File: config.mk
export PLATFORM = sky130hd
export DESIGN_NAME = uart_tx_fsm_flat
export DESIGN_NICKNAME = d
export VERILOG_FILES = /design/src/rtl/uart_tx_if.sv /design/src/rtl/uart_tx_fsm.sv /design/src/flat_wrapper.sv
export SDC_FILE = /design/constraint.sdc
export NUM_CORES = 1
export LEC_CHECK = 0
export BUFFER_PORTS_ARGS = -buffer_cell sky130_fd_sc_hd__buf_2
export CORE_MARGIN = 4
export CORE_UTILIZATION = 55
export DETAILED_ROUTE_END_ITERATION = 8
export HOLD_SLACK_MARGIN = 0.06
export PLACE_DENSITY = 0.76
export SLEW_MARGIN = 20
export SYNTH_ARGS = -nofsm -noshare
export SYNTH_HDL_FRONTEND = slang
export SYNTH_SLANG_ARGS = --single-unit
File: constraint.sdc
create_clock -name clk -period 3.2 [get_ports clk]
set_clock_uncertainty 0.1 [all_clocks]
set_input_delay 0.16 -clock clk [delete_from_list [all_inputs] [get_ports clk]]
set_output_delay 0.16 -clock clk [all_outputs]
set_load 0.01 [all_outputs]
File: src/rtl/uart_tx_if.sv
// uart_tx_if: word-load handshake and serial line bundle for uart_tx_fsm.
// master = SoC/bench side, slave = transmitter.
interface uart_tx_if #(
  parameter int MAX_DATA = 8,
  parameter int CNT_BITS = 14
);
  logic                tx_start;
  logic [MAX_DATA-1:0] tx_data;
  logic [3:0]          data_size;
  logic [CNT_BITS-1:0] bit_period;
  logic                serial_out;
  logic                tx_busy;
  logic                tx_done;

  modport master (
    output tx_start, tx_data, data_size, bit_period,
    input  serial_out, tx_busy, tx_done
  );

  modport slave (
    input  tx_start, tx_data, data_size, bit_period,
    output serial_out, tx_busy, tx_done
  );
endinterface

File: src/rtl/uart_tx_fsm.sv
// uart_tx_fsm: UART transmitter, start/data(LSB first)/stop framing.
// Ports: clk, n_rst (async low), tx (uart_tx_if.slave: load + serial line).
module uart_tx_fsm #(
  parameter int MAX_DATA = 8,
  parameter int CNT_BITS = 14
) (
  input  logic     clk,
  input  logic     n_rst,
  uart_tx_if.slave tx
);
  typedef enum logic [1:0] {
    IDLE,
    START,
    DATA,
    STOP
  } state_t;

  localparam logic [3:0] MAX_SZ = 4'(MAX_DATA);
  localparam logic [CNT_BITS-1:0] ONE = CNT_BITS'(1);

  state_t              state_q, state_d;
  logic [CNT_BITS-1:0] cnt_q, cnt_d;
  logic [CNT_BITS-1:0] per_q, per_d;
  logic [3:0]          size_q, size_d;
  logic [3:0]          idx_q, idx_d;
  logic [MAX_DATA-1:0] sh_q, sh_d;
  logic                ser_q, ser_d;
  logic                done_q, done_d;
  logic                wrap;
  logic [3:0]          size_c;
  logic [CNT_BITS-1:0] per_c;

  assign wrap = (cnt_q == per_q);

  // Illegal configs are clamped once, when the frame is accepted.
  always_comb begin
    size_c = tx.data_size;
    if (tx.data_size == 4'd0)
      size_c = 4'd1;
    else if (tx.data_size > MAX_SZ)
      size_c = MAX_SZ;
    per_c = tx.bit_period;
    if (tx.bit_period == '0)
      per_c = ONE;
  end

  always_ff @(posedge clk or negedge n_rst) begin
    if (!n_rst) begin
      state_q <= IDLE;
      cnt_q   <= '0;
      per_q   <= '0;
      size_q  <= '0;
      idx_q   <= '0;
      sh_q    <= '0;
      ser_q   <= 1'b1;
      done_q  <= 1'b0;
    end else begin
      state_q <= state_d;
      cnt_q   <= cnt_d;
      per_q   <= per_d;
      size_q  <= size_d;
      idx_q   <= idx_d;
      sh_q    <= sh_d;
      ser_q   <= ser_d;
      done_q  <= done_d;
    end
  end

  always_comb begin
    state_d = state_q;
    cnt_d   = cnt_q;
    per_d   = per_q;
    size_d  = size_q;
    idx_d   = idx_q;
    sh_d    = sh_q;
    unique case (state_q)
      IDLE: begin
        if (tx.tx_start) begin
          state_d = START;
          cnt_d   = ONE;
          per_d   = per_c;
          size_d  = size_c;
          idx_d   = '0;
          sh_d    = tx.tx_data;
        end
      end
      START: begin
        if (wrap) begin
          state_d = DATA;
          cnt_d   = ONE;
        end else begin
          cnt_d = cnt_q + ONE;
        end
      end
      DATA: begin
        if (wrap) begin
          cnt_d = ONE;
          if (idx_q == size_q - 4'd1) begin
            state_d = STOP;
            idx_d   = '0;
          end else begin
            idx_d = idx_q + 4'd1;
            sh_d  = sh_q >> 1;
          end
        end else begin
          cnt_d = cnt_q + ONE;
        end
      end
      STOP: begin
        if (wrap) begin
          state_d = IDLE;
          cnt_d   = '0;
        end else begin
          cnt_d = cnt_q + ONE;
        end
      end
      default: state_d = IDLE;
    endcase
  end

  // Line level is decoded from the next state so it is registered
  // on the same edge that enters each bit.
  always_comb begin
    ser_d  = 1'b1;
    done_d = (state_q == STOP) && (state_d == IDLE);
    unique case (state_d)
      START:   ser_d = 1'b0;
      DATA:    ser_d = sh_d[0];
      default: ser_d = 1'b1;
    endcase
  end

  assign tx.serial_out = ser_q;
  assign tx.tx_done    = done_q;
  assign tx.tx_busy    = (state_q != IDLE);
endmodule

File: src/flat_wrapper.sv
// flat-port wrapper written by rule: the top's interface ports become plain ports
module uart_tx_fsm_flat 
#(
  parameter int MAX_DATA = 8,
  parameter int CNT_BITS = 14
)
  (clk, n_rst, tx_tx_start, tx_tx_data, tx_data_size, tx_bit_period, tx_serial_out, tx_tx_busy, tx_tx_done);
  uart_tx_if #(.MAX_DATA(MAX_DATA), .CNT_BITS(CNT_BITS)) tx_i ();
  input  logic clk;
  input  logic n_rst;
  input wire logic [$bits(tx_i.tx_start)-1:0] tx_tx_start;
  input wire logic [$bits(tx_i.tx_data)-1:0] tx_tx_data;
  input wire logic [$bits(tx_i.data_size)-1:0] tx_data_size;
  input wire logic [$bits(tx_i.bit_period)-1:0] tx_bit_period;
  output wire logic [$bits(tx_i.serial_out)-1:0] tx_serial_out;
  output wire logic [$bits(tx_i.tx_busy)-1:0] tx_tx_busy;
  output wire logic [$bits(tx_i.tx_done)-1:0] tx_tx_done;
  assign tx_i.tx_start = tx_tx_start;
  assign tx_i.tx_data = tx_tx_data;
  assign tx_i.data_size = tx_data_size;
  assign tx_i.bit_period = tx_bit_period;
  assign tx_serial_out = tx_i.serial_out;
  assign tx_tx_busy = tx_i.tx_busy;
  assign tx_tx_done = tx_i.tx_done;
  uart_tx_fsm #(.MAX_DATA(MAX_DATA), .CNT_BITS(CNT_BITS)) u_core (.clk(clk), .n_rst(n_rst), .tx(tx_i));
endmodule
# Yosys cells after proc, flatten, opt, wreduce, memory -nomap -nowiden
# Cells that the tools add are included.
# word_totals
elab_cells	56
latchBits	0
mem_count	0
inputBits	29
rom_bits	0
out_inout_bits	3
mem_bits_rw	0
ff_bits	48
# classes
bitwise_logic	0
n_reduce_logical	11
div	0
addsub	3
shift	0
mul	0
n_lt_le_gt_ge	1
mux	22
eq_ne	10
# op_table
operator	n
$mux W14	4
$pmux W14 S3	1
$mux W8	3
$mux W4	5
$pmux W8 S2	1
$add A14 B1 Y14 const B	1
$eq A14 B14 Y1	1
$logic_not A14 Y1	1
$mux W2	5
$pmux W2 S4	1
$pmux W4 S2	1
$eq A2 B2 Y1 const B	3
$add A4 B1 Y4 const B	1
$eq A2 B1 Y1 const B	2
$eq A4 B4 Y1	1
$gt A4 B4 Y1 const B	1
$logic_not A2 Y1	2
$logic_not A4 Y1	1
$ne A2 B2 Y1 const B	2
$reduce_and A4 Y1	1
$reduce_bool A2 Y1	2
$sub A4 B1 Y4 const B	1
$reduce_and A3 Y1	1
$ne A2 B1 Y1 const B	1
4 further kinds	4

# Logic depth before layout (Yosys ltp)
# Gate-level depths: netlist of the first run.
# logic_depth
word_depth	7
mapped_depth	9
depth_no_buf	8

# Worst setup path before layout of the first run
# Ideal clock, no wire load.
# synth_path
kind	register to register
startpoint	reg u_core.size_q[0]
endpoint	reg u_core.sh_q[1]
n_path_buf	1
period_less_slack_ns	2.237
required_time_ns	2.975
t_arrival_ns	2.012
path_slack_ns	0.963
setup_time_ns	0.125
stages_incl_launch_ff	10
path_cell_list	dfrtp_1 inv_1 ha_1 xnor2_1 nor3_1 nand2_1 nand2_1 a21o_1 clkbuf_1 mux2_2
# synth_via
elab_chain_len	4
# synth_lines
item	line	source
start: declaration	uart_tx_fsm.sv:24	logic [3:0] size_q, size_d;
start signal: assignment	uart_tx_fsm.sv:61	size_q <= size_d;
$sub A4 B1 Y4	uart_tx_fsm.sv:98	if (idx_q == size_q - 4'd1) begin
$eq A4 B4 Y1	uart_tx_fsm.sv:98	
$ne A2 B2 Y1 (no source line)	--	
$reduce_and A4 Y1 (no source line)	--	
end signal: assignment	uart_tx_fsm.sv:54	sh_q <= '0;
end signal: assignment	uart_tx_fsm.sv:63	sh_q <= sh_d;
end: declaration	uart_tx_fsm.sv:26	logic [MAX_DATA-1:0] sh_q, sh_d;
# No other way between the ends.
# A chain may end at the register's enable or synchronous reset.

# Final worst setup path of the first run
# layout_path
startpoint	reg u_core.cnt_q[0]
endpoint	reg u_core.ser_q (netlist: u_core.tx.serial_out)
# layout_via
elab_chain_len	5
elab_cells_between_ends	10
cone_classes	eq/ne: 3; mux: 7
# layout_lines
item	line	source
start: declaration	uart_tx_fsm.sv:22	logic [CNT_BITS-1:0] cnt_q, cnt_d;
start signal: assignment	uart_tx_fsm.sv:59	cnt_q <= cnt_d;
$eq A14 B14 Y1 (*)	uart_tx_fsm.sv:33	assign wrap = (cnt_q == per_q);
$mux W2, on equally long branches	uart_tx_fsm.sv:110, uart_tx_fsm.sv:88, uart_tx_fsm.sv:96	
$pmux W2 S4 (*)	uart_tx_fsm.sv:76	unique case (state_q)
net u_core.state_d[1]	uart_tx_fsm.sv:21	state_t state_q, state_d;
$eq A2 B2 Y1 / $eq A2 B1 Y1 (equally long branches)	uart_tx_fsm.sv:126	unique case (state_d)
$pmux W1 S2 (*)	uart_tx_fsm.sv:126	
net u_core.ser_d	uart_tx_fsm.sv:27	logic ser_q, ser_d;
end signal: assignment	uart_tx_fsm.sv:64	ser_q <= ser_d;
end: declaration	uart_tx_fsm.sv:27	
# Mark *: on every way through the listed nets, which the timed path passes. The rest lies on a longest branch. The select of a mux whose other input is x is not followed.

==> PnR_summary.wiki, run 1 <==
{| class="wikitable"
! Metric !! Value
|-
| Metal1 wirelength || 2.29 mm
|-
| Clock insertion delay at the later pin of the skew report || ~0.30 ns
|-
| P_int || 1.44 mW
|-
| Relative contribution of sequential cells to total power || 0.423
|-
| Multi-input combinational cell area || between 0.001 and 0.0015 sq mm
|-
| Proportion of layout cells with a drive suffix above 1 || 0.181
|-
| Hold buffers post-CTS || 21
|-
| CORE AREA || 0.00444 sq mm
|-
| Worst Hold End || u_core.sh_q[4]$_DFFE_PN0P_
|-
| Beginning of the worst register-to-register path || u_core.cnt_q[0]$_DFFE_PN0P_
|-
| Clock root cell || clkbuf_8
|-
| Initial Util || 0.582
|-
| Post-Layout Inst Area || 0.00314 sq mm
|-
| Diode count || 0
|-
| Min-Delay Path Class || input port to flip-flop
|-
| Worst flop-to-flop path endpoint || u_core.tx.serial_out$_DFF_PN1_
|-
| Max Clk Rate || 397 MHz
|-
| Placed standard-cell area || 0.00280 sq mm
|-
| Number of global-route vias before repair || 2000
|-
| Number of nets at the end of the flow || between 300 and 400
|-
| Final number of setup-violating endpoints || 0
|-
| Buffers from clock root to sink, at most || 2
|-
| Fin crit share || 0.787
|-
| Area enclosed by the die boundary || a little under 0.006 sq mm
|-
| Global-route total usage across every layer || 0.192
|-
| Clock slew at the register clock pins of the worst setup and hold paths || 0.08 ns
|-
| Number of antenna violations at the first check in global routing || 0
|-
| Crit. End Element || flip-flop
|-
| Net Switching || 0.774 mW
|-
| Worst slew slack as a fraction of its limit || 0.574
|-
| Cells resized by post-CTS repair || 0
|-
| Period minus WS final || 2.52 ns
|-
| Synthesized net count || 308
|-
| Most frequently used flop master after synthesis || dfrtp_1
|-
| Die extent in x || between 70 and 80 microns
|-
| Wire length on met3 || 210 microns
|-
| CP arrival || between 2 and 3 ns
|-
| Number of hold violations in the final report || 0
|-
| Max-slew violation count || 0
|-
| Required time worst endpoint || 3.31 ns
|-
| Clock network power share || 0.211
|-
| Power per unit of standard cell area || 707 mW/mm^2
|-
| Via density per instance || 5.46
|-
| Detailed-route via count || 2064
|-
| Metal2 WL || 2.70 mm
|-
| Ports || 32
|-
| 1st-pass router iterations || 4
|-
| Final sum of negative setup slack || 0 ns
|-
| Post-synthesis sequential element count || 48
|-
| Flip-flop and latch area || 0.00120 sq mm
|-
| DP HPWL || 3.71 mm
|-
| Setup Crit Path Kind || flip-flop to flip-flop
|-
| Maximum Capacitance Violations || 0
|-
| Gp weighted congestion || 0.895
|-
| Critical path peak fanout || 5
|-
| Buffers added on ports || 31
|-
| Number of instances in the synthesized netlist || ~270
|-
| FILL cells || 326
|-
| Combinational Power Share || 0.366
|-
| Worst hold path depth || 3
|-
| First-pass GRT wire length || 9.09 mm
|-
| Worst ir drop on vdd || 388 uV
|-
| FFs w/ async S/R, synth || 1.00
|-
| Gr ovfl total || 0
|-
| TritonCTS clock tree || built
|-
| Layout-stage area growth over the synthesis result || 21.2%
|-
| Final routed wirelength across all metal layers || approximately 5.3 mm
|-
| Total setup buffers inserted after CTS || 0
|-
| Leakage Power || about 1.5 nW
|-
| Actual slew at the worst max-slew pin || ~0.64 ns
|-
| Pin count of the biggest net entering global routing || between 40 and 50
|-
| Path depth of the worst reg2reg path || 6
|-
| Minimum setup slack among reg-to-reg paths || just under 0.7 ns
|-
| DRC marker count from the first detailed-route iteration || between 100 and 150
|-
| Detail-routed net length per standard cell || 13.9 microns
|-
| TritonCTS Sinks || 48
|-
| Post-synthesis instance area || 0.00259 sq mm
|-
| Synth unique cells || 39
|-
| Fraction of the yosys area taken by sequential cells || 0.464
|-
| Status || complete, no violations
|-
| Switch share || 0.349
|-
| Startpoint types || flip-flop
|-
| Depth of the CTS H-tree || 2
|-
| Number of placement rows || 24
|-
| Antenna-violating nets left || 0
|-
| Unrepaired setup endpoints after global routing || no
|-
| Syn Area/Cell || around 9.6 sq um
|-
| Number of enable flip-flop cells after synthesis || 0
|-
| Top routing layer in use || met4
|-
| Min-delay src || tx_tx_data[4]
|-
| Overall die height || approximately 77 microns
|-
| TritonCTS Buffers || 5
|-
| Detailed-route DRC error count || 0
|-
| Yosys warning count || 0
|}
[logic make-up (layout without fill, tap and decap cells)]
kind of cell	count (synthesis)	count (layout)	share of synthesized area
buf+inv	17	72	0.0247
compound gates	36	36	0.0957
flops	48	48	0.464
mux	8	8	0.0343
simple gates	124	124	0.220
xor+xnor	30	30	0.122
fa+ha+maj	8	8	0.0387
[cells in the mapped netlist (2+ instances only)]
master,n,area [sq um]
nand3_1,3,15.0
o41ai_1,2,17.5
xor2_1,7,61.3
nand3b_1,2,15.0
a22o_1,6,52.6
nor4_1,3,18.8
xnor2_1,17,149
nor3_1,5,25.0
a21oi_1,8,40.0
ha_1,8,100
inv_1,10,37.5
xnor2_2,5,81.3
clkbuf_1,7,26.3
dfrtp_1,47,1180
nand2b_1,2,12.5
o21ai_0,9,45.0
o22ai_1,2,12.5
nand4_2,2,25.0
and3_1,4,25.0
mux2_2,7,78.8
a222oi_1,2,20.0
nand4_1,4,25.0
a221o_1,2,20.0
nor2_1,25,93.8
nand2_1,68,255
[through the flow]
stage	setup slack (ns)	util	instances	hold slack, ns	power [mW]
floorplan	0.963	-	271	-0.236	1.55
global placement	0.774	0.630	349	0.270	1.72
detailed placement	0.696	0.630	349	0.271	1.74
CTS	0.679	0.705	378	0.0938	2.23
global route	0.538	0.706	378	0.0967	2.38
finish	0.681	0.706	378	0.102	2.22
[power groups by stage]
stage	Sequential, mW	Clock [mW]	Combinational, mW
detailed placement	0.953	0	0.792
global placement	0.947	0	0.771
finish	0.938	0.468	0.812
floorplan	0.919	0	0.627
global route	0.964	0.505	0.912
CTS	0.940	0.481	0.813
[area by class of cell]
| cell class | count | share of cell area |
|---|---|---|
| multi-input combinational | 206 | 0.422 |
| sequential | 48 | 0.383 |
| inverter | 10 | 0.0120 |
| tap | 52 | 0.0207 |
| clock inverter | 1 | 0.00957 |
| timing repair buffer | 54 | 0.122 |
| clock buffer | 7 | 0.0307 |
[cells in the final DEF (no fill, tap or decap), types with 8 or more instances in the layout]
cell,count
inv_1,10
buf_2,30
a21oi_1,8
nor2_1,25
dlygate4sd3_1,21
dfrtp_1,47
nand2_1,68
xnor2_1,17
o21ai_0,9
ha_1,8
[worst max-delay path by stage]
| stage | startpoint | to | slack (ns) | cells past startpoint |
|---|---|---|---|---|
| 3_3_place_gp | u_core.cnt_q[0]$_DFFE_PN0P_ | u_core.tx.serial_out$_DFF_PN1_ | 0.77 | 6 |
| 5_1_grt | u_core.cnt_q[0]$_DFFE_PN0P_ | u_core.tx.serial_out$_DFF_PN1_ | 0.54 | 6 |
| 2_1_floorplan | u_core.size_q[0]$_DFFE_PN0P_ | u_core.sh_q[1]$_DFFE_PN0P_ | 0.96 | 9 |
| 3_5_place_dp | u_core.cnt_q[0]$_DFFE_PN0P_ | u_core.tx.serial_out$_DFF_PN1_ | 0.70 | 6 |
| 4_1_cts | u_core.cnt_q[0]$_DFFE_PN0P_ | u_core.tx.serial_out$_DFF_PN1_ | 0.68 | 6 |
| 6_report | u_core.cnt_q[0]$_DFFE_PN0P_ | u_core.tx.serial_out$_DFF_PN1_ | 0.68 | 6 |
[per-layer routing]
| metal | up-vias | track usage |
|---|---|---|
| met2 | 48 | 0.342 |
| li1 | 1031 | - |
| met3 | 6 | 0.0426 |
| met1 | 979 | 0.235 |
| met4 | 0 | 0.0489 |
| met5 | - | 0 |
[sequential cells by signal (all words and copies together), names as in the netlist]
register              count
u_core.cnt_q             14
u_core.state_q            2
u_core.tx.serial_out      1
u_core.size_q             4
u_core.tx.tx_done         1
u_core.idx_q              4
u_core.sh_q               8
u_core.per_q             14
[critical path: stages (launching register included)]
cell and delay, ns:
dfrtp_1 0.44, xnor2_1 0.21, nand4_2 0.20, or4_4 0.56, a222oi_1 0.60, and3_1 0.25
a31oi_1 0.08
Power figures use the tool's default switching activity.
==> run 2, diff against run 1 <==
--- a/config.mk
+++ b/config.mk
@@ -7,10 +7,10 @@
 export LEC_CHECK = 0
 export BUFFER_PORTS_ARGS = -buffer_cell sky130_fd_sc_hd__buf_2
 export CORE_MARGIN = 4
-export CORE_UTILIZATION = 55
+export CORE_UTILIZATION = 52
 export DETAILED_ROUTE_END_ITERATION = 8
 export HOLD_SLACK_MARGIN = 0.06
-export PLACE_DENSITY = 0.76
+export PLACE_DENSITY = 0.75
 export SLEW_MARGIN = 20
 export SYNTH_ARGS = -nofsm -noshare
 export SYNTH_HDL_FRONTEND = slang
==> constraint.sdc (replaced) <==
create_clock -name clk -period 2 [get_ports clk]
set_clock_uncertainty 0.1 [all_clocks]
set_input_delay 0.1 -clock clk [delete_from_list [all_inputs] [get_ports clk]]
set_output_delay 0.1 -clock clk [all_outputs]
set_load 0.01 [all_outputs]
==> PnR_summary.wiki, run 2 (synthesis gave the netlist of run 1 again) <==
{| class="wikitable"
! Metric !! Value
|-
| Status || finished with violations
|-
| Violations in the final reports || setup timing
|-
| Via density per instance || 5.39
|-
| Number of antenna violations at the first check in global routing || 0
|-
| Min-Delay Path Class || input port to flip-flop
|-
| Final number of setup-violating endpoints || 29
|-
| Leakage Power || 1.82 nW
|-
| Met3 Track Usage GR || 0.0424
|-
| Power per unit of standard cell area || 1150 mW/mm^2
|-
| DP HPWL || 4.47 mm
|-
| Crit path cell chain || xnor2_1 > nand4_2 > or4_4 > a222oi_1 > buf_4 > and3_1 > a31oi_1
|-
| Worst flop-to-flop path endpoint || u_core.tx.serial_out$_DFF_PN1_
|-
| Worst hold path depth || 3
|-
| Fin crit share || 1.13
|-
| Gr ovfl total || 0
|-
| Regs by FF count || u_core.cnt_q: 14 flops, u_core.per_q: 14 flops, u_core.sh_q: 8 flops
|-
| M2 GR Usage || 0.413
|-
| Number of global-route vias before repair || 2449
|-
| Beginning of the worst register-to-register path || u_core.per_q[5]$_DFFE_PN0P_
|-
| Overall die height || 78.6 microns
|-
| Initial Util || 0.541
|-
| Clock root cell || clkbuf_8
|-
| Gp weighted congestion || 0.915
|-
| Detailed-route via count || about 2400
|-
| Setup Crit Path Kind || flip-flop to flip-flop
|-
| Die extent in x || 78.6 microns
|-
| Actual slew at the worst max-slew pin || 0.559 ns
|-
| Required time worst endpoint || 2.12 ns
|-
| Critical path peak fanout || 3
|-
| Number of nets at the end of the flow || 423
|-
| Detail-routed net length per standard cell || about 16 microns
|-
| TritonCTS Sinks || between 40 and 50
|-
| Worst Hold End || u_core.per_q[0]$_DFFE_PN0P_
|-
| Met1 capacity usage during global routing || 0.317
|-
| Depth of the CTS H-tree || 2
|-
| Worst slew slack as a fraction of its limit || 0.628
|-
| Minimum setup slack among reg-to-reg paths || -0.26 ns
|-
| Pin count of the biggest net entering global routing || 28
|-
| Post-Layout Inst Area || about 0.0038 sq mm
|-
| Final routed wirelength across all metal layers || 7.30 mm
|-
| Min-delay src || tx_bit_period[0]
|-
| Final sum of negative setup slack || -2.95 ns
|-
| Buffers added on ports || 31
|-
| Global-route total usage across every layer || 0.244
|-
| First-pass GRT wire length || 11.7 mm
|-
| DRC marker count from the first detailed-route iteration || 257
|-
| Number of placement rows || 25
|-
| Max incr delay on CP || between 0.5 and 0.6 ns
|-
| CP arrival || 2.38 ns
|-
| TritonCTS clock tree || built
|-
| Most common cell after layout, fill and taps aside || nand2_1
|-
| Worst setup slack before clock tree synthesis || -0.226 ns
|-
| Max-slew violation count || 0
|-
| Max Clk Rate || 443 MHz
|-
| Detailed-route DRC error count || 0
|-
| CORE AREA || 0.00479 sq mm
|-
| Worst ir drop on vdd || slightly below 800 uV
|-
| Area enclosed by the die boundary || 0.00617 sq mm
|-
| Buffers from clock root to sink, at most || 2
|-
| Antenna-violating nets left || 0
|-
| Crit. End Element || flip-flop
|-
| Highest-delay cell along the critical path || or4_4
|-
| Clock slew at the register clock pins of the worst setup and hold paths || about 0.09 ns
|-
| Diode count || 0
|-
| Final core utilization || 0.791
|-
| Unrepaired setup endpoints after global routing || yes
|-
| Period minus WS final || 2.26 ns
|-
| Maximum Capacitance Violations || 0
|-
| Proportion of layout cells with a drive suffix above 1 || 0.344
|-
| 1st-pass router iterations || 7
|-
| Path depth of the worst reg2reg path || 7
|-
| Most crowded layer after global routing || met2
|-
| TritonCTS Buffers || 5
|-
| Number of hold violations in the final report || 0
|-
| Startpoint types || flip-flop
|-
| Leading cell types in the layout, fill and taps excluded || nand2_1, buf_4, dfrtp_1, buf_2, dlygate4sd3_1
|-
| Layout-stage area growth over the synthesis result || 46.3%
|-
| Final Worst Setup Slack || -0.257 ns
|-
| Ports || 32
|-
| Placed standard-cell area || between 0.003 and 0.004 sq mm
|-
| Clock insertion delay at the later pin of the skew report || 0.30 ns
|}
run 2: metrics by stage:
stage | hold WS [ns] | total power, mW | instances
2_1_floorplan | -0.296 | 2.50 | 271
3_3_place_gp | 0.0158 | 3.06 | 407
3_5_place_dp | 0.0153 | 3.13 | 407
4_1_cts | 0.0845 | 4.15 | 447
5_1_grt | 0.0995 | 4.61 | 454
6_report | 0.0654 | 4.36 | 454
run 2: how the worst max path moves through the flow:
stage | startpoint | endpoint | slack [ns]
floorplan | u_core.cnt_q[0]$_DFFE_PN0P_ | u_core.tx.serial_out$_DFF_PN1_ | -0.14
global placement | u_core.cnt_q[0]$_DFFE_PN0P_ | u_core.tx.serial_out$_DFF_PN1_ | -0.17
detailed placement | u_core.per_q[2]$_DFFE_PN0P_ | u_core.tx.serial_out$_DFF_PN1_ | -0.23
CTS | u_core.cnt_q[4]$_DFFE_PN0P_ | u_core.tx.serial_out$_DFF_PN1_ | -0.17
global route | u_core.cnt_q[5]$_DFFE_PN0P_ | u_core.tx.serial_out$_DFF_PN1_ | -0.28
finish | u_core.per_q[5]$_DFFE_PN0P_ | u_core.tx.serial_out$_DFF_PN1_ | -0.26
run 2: cell type report:
type                    count  area (sq um)
repair buffers            115           905
clock inverters             2          60.1
fillers                   270          1000
clock buffers               6          72.6
flip-flops and latches     48          1200
multi-input cells         206          1420
well taps                  67          83.8
inverters                  10          37.5
run 2: timing repair:
action,4_1_cts,5_1_grt
pin swaps,12,18
buffers inserted,6,7
setup endpoints to repair,16,30
endpoints found under the hold margin,49,0
hold buffers,26,0
resized for setup,13,21
run 2: report_power, final:
| part | total [mW] | internal, mW | switching, mW |
|---|---|---|---|
| logic | 2.03 | 1.04 | 0.989 |
| registers | 1.50 | 1.26 | 0.237 |
| clock network | 0.830 | 0.500 | 0.330 |
run 2: worst max-delay path, delay by kind of cell (launching register included):
family | cells | cell delay (ns)
xor gates and xnor gates | 1 | 0.22
and+or+nand+nor | 3 | 0.87
AOI/OAI and AO/OA | 2 | 0.39
DFF | 1 | 0.42
buffers and inverters | 1 | 0.18
run 2: per-layer routing:
metal / vias to the layer above / share of wire
li1: 1157 / -
met1: 1185 / 0.43
met2: 93 / 0.50
met3: 14 / 0.056
met4: 0 / 0.018
met5: - / 0
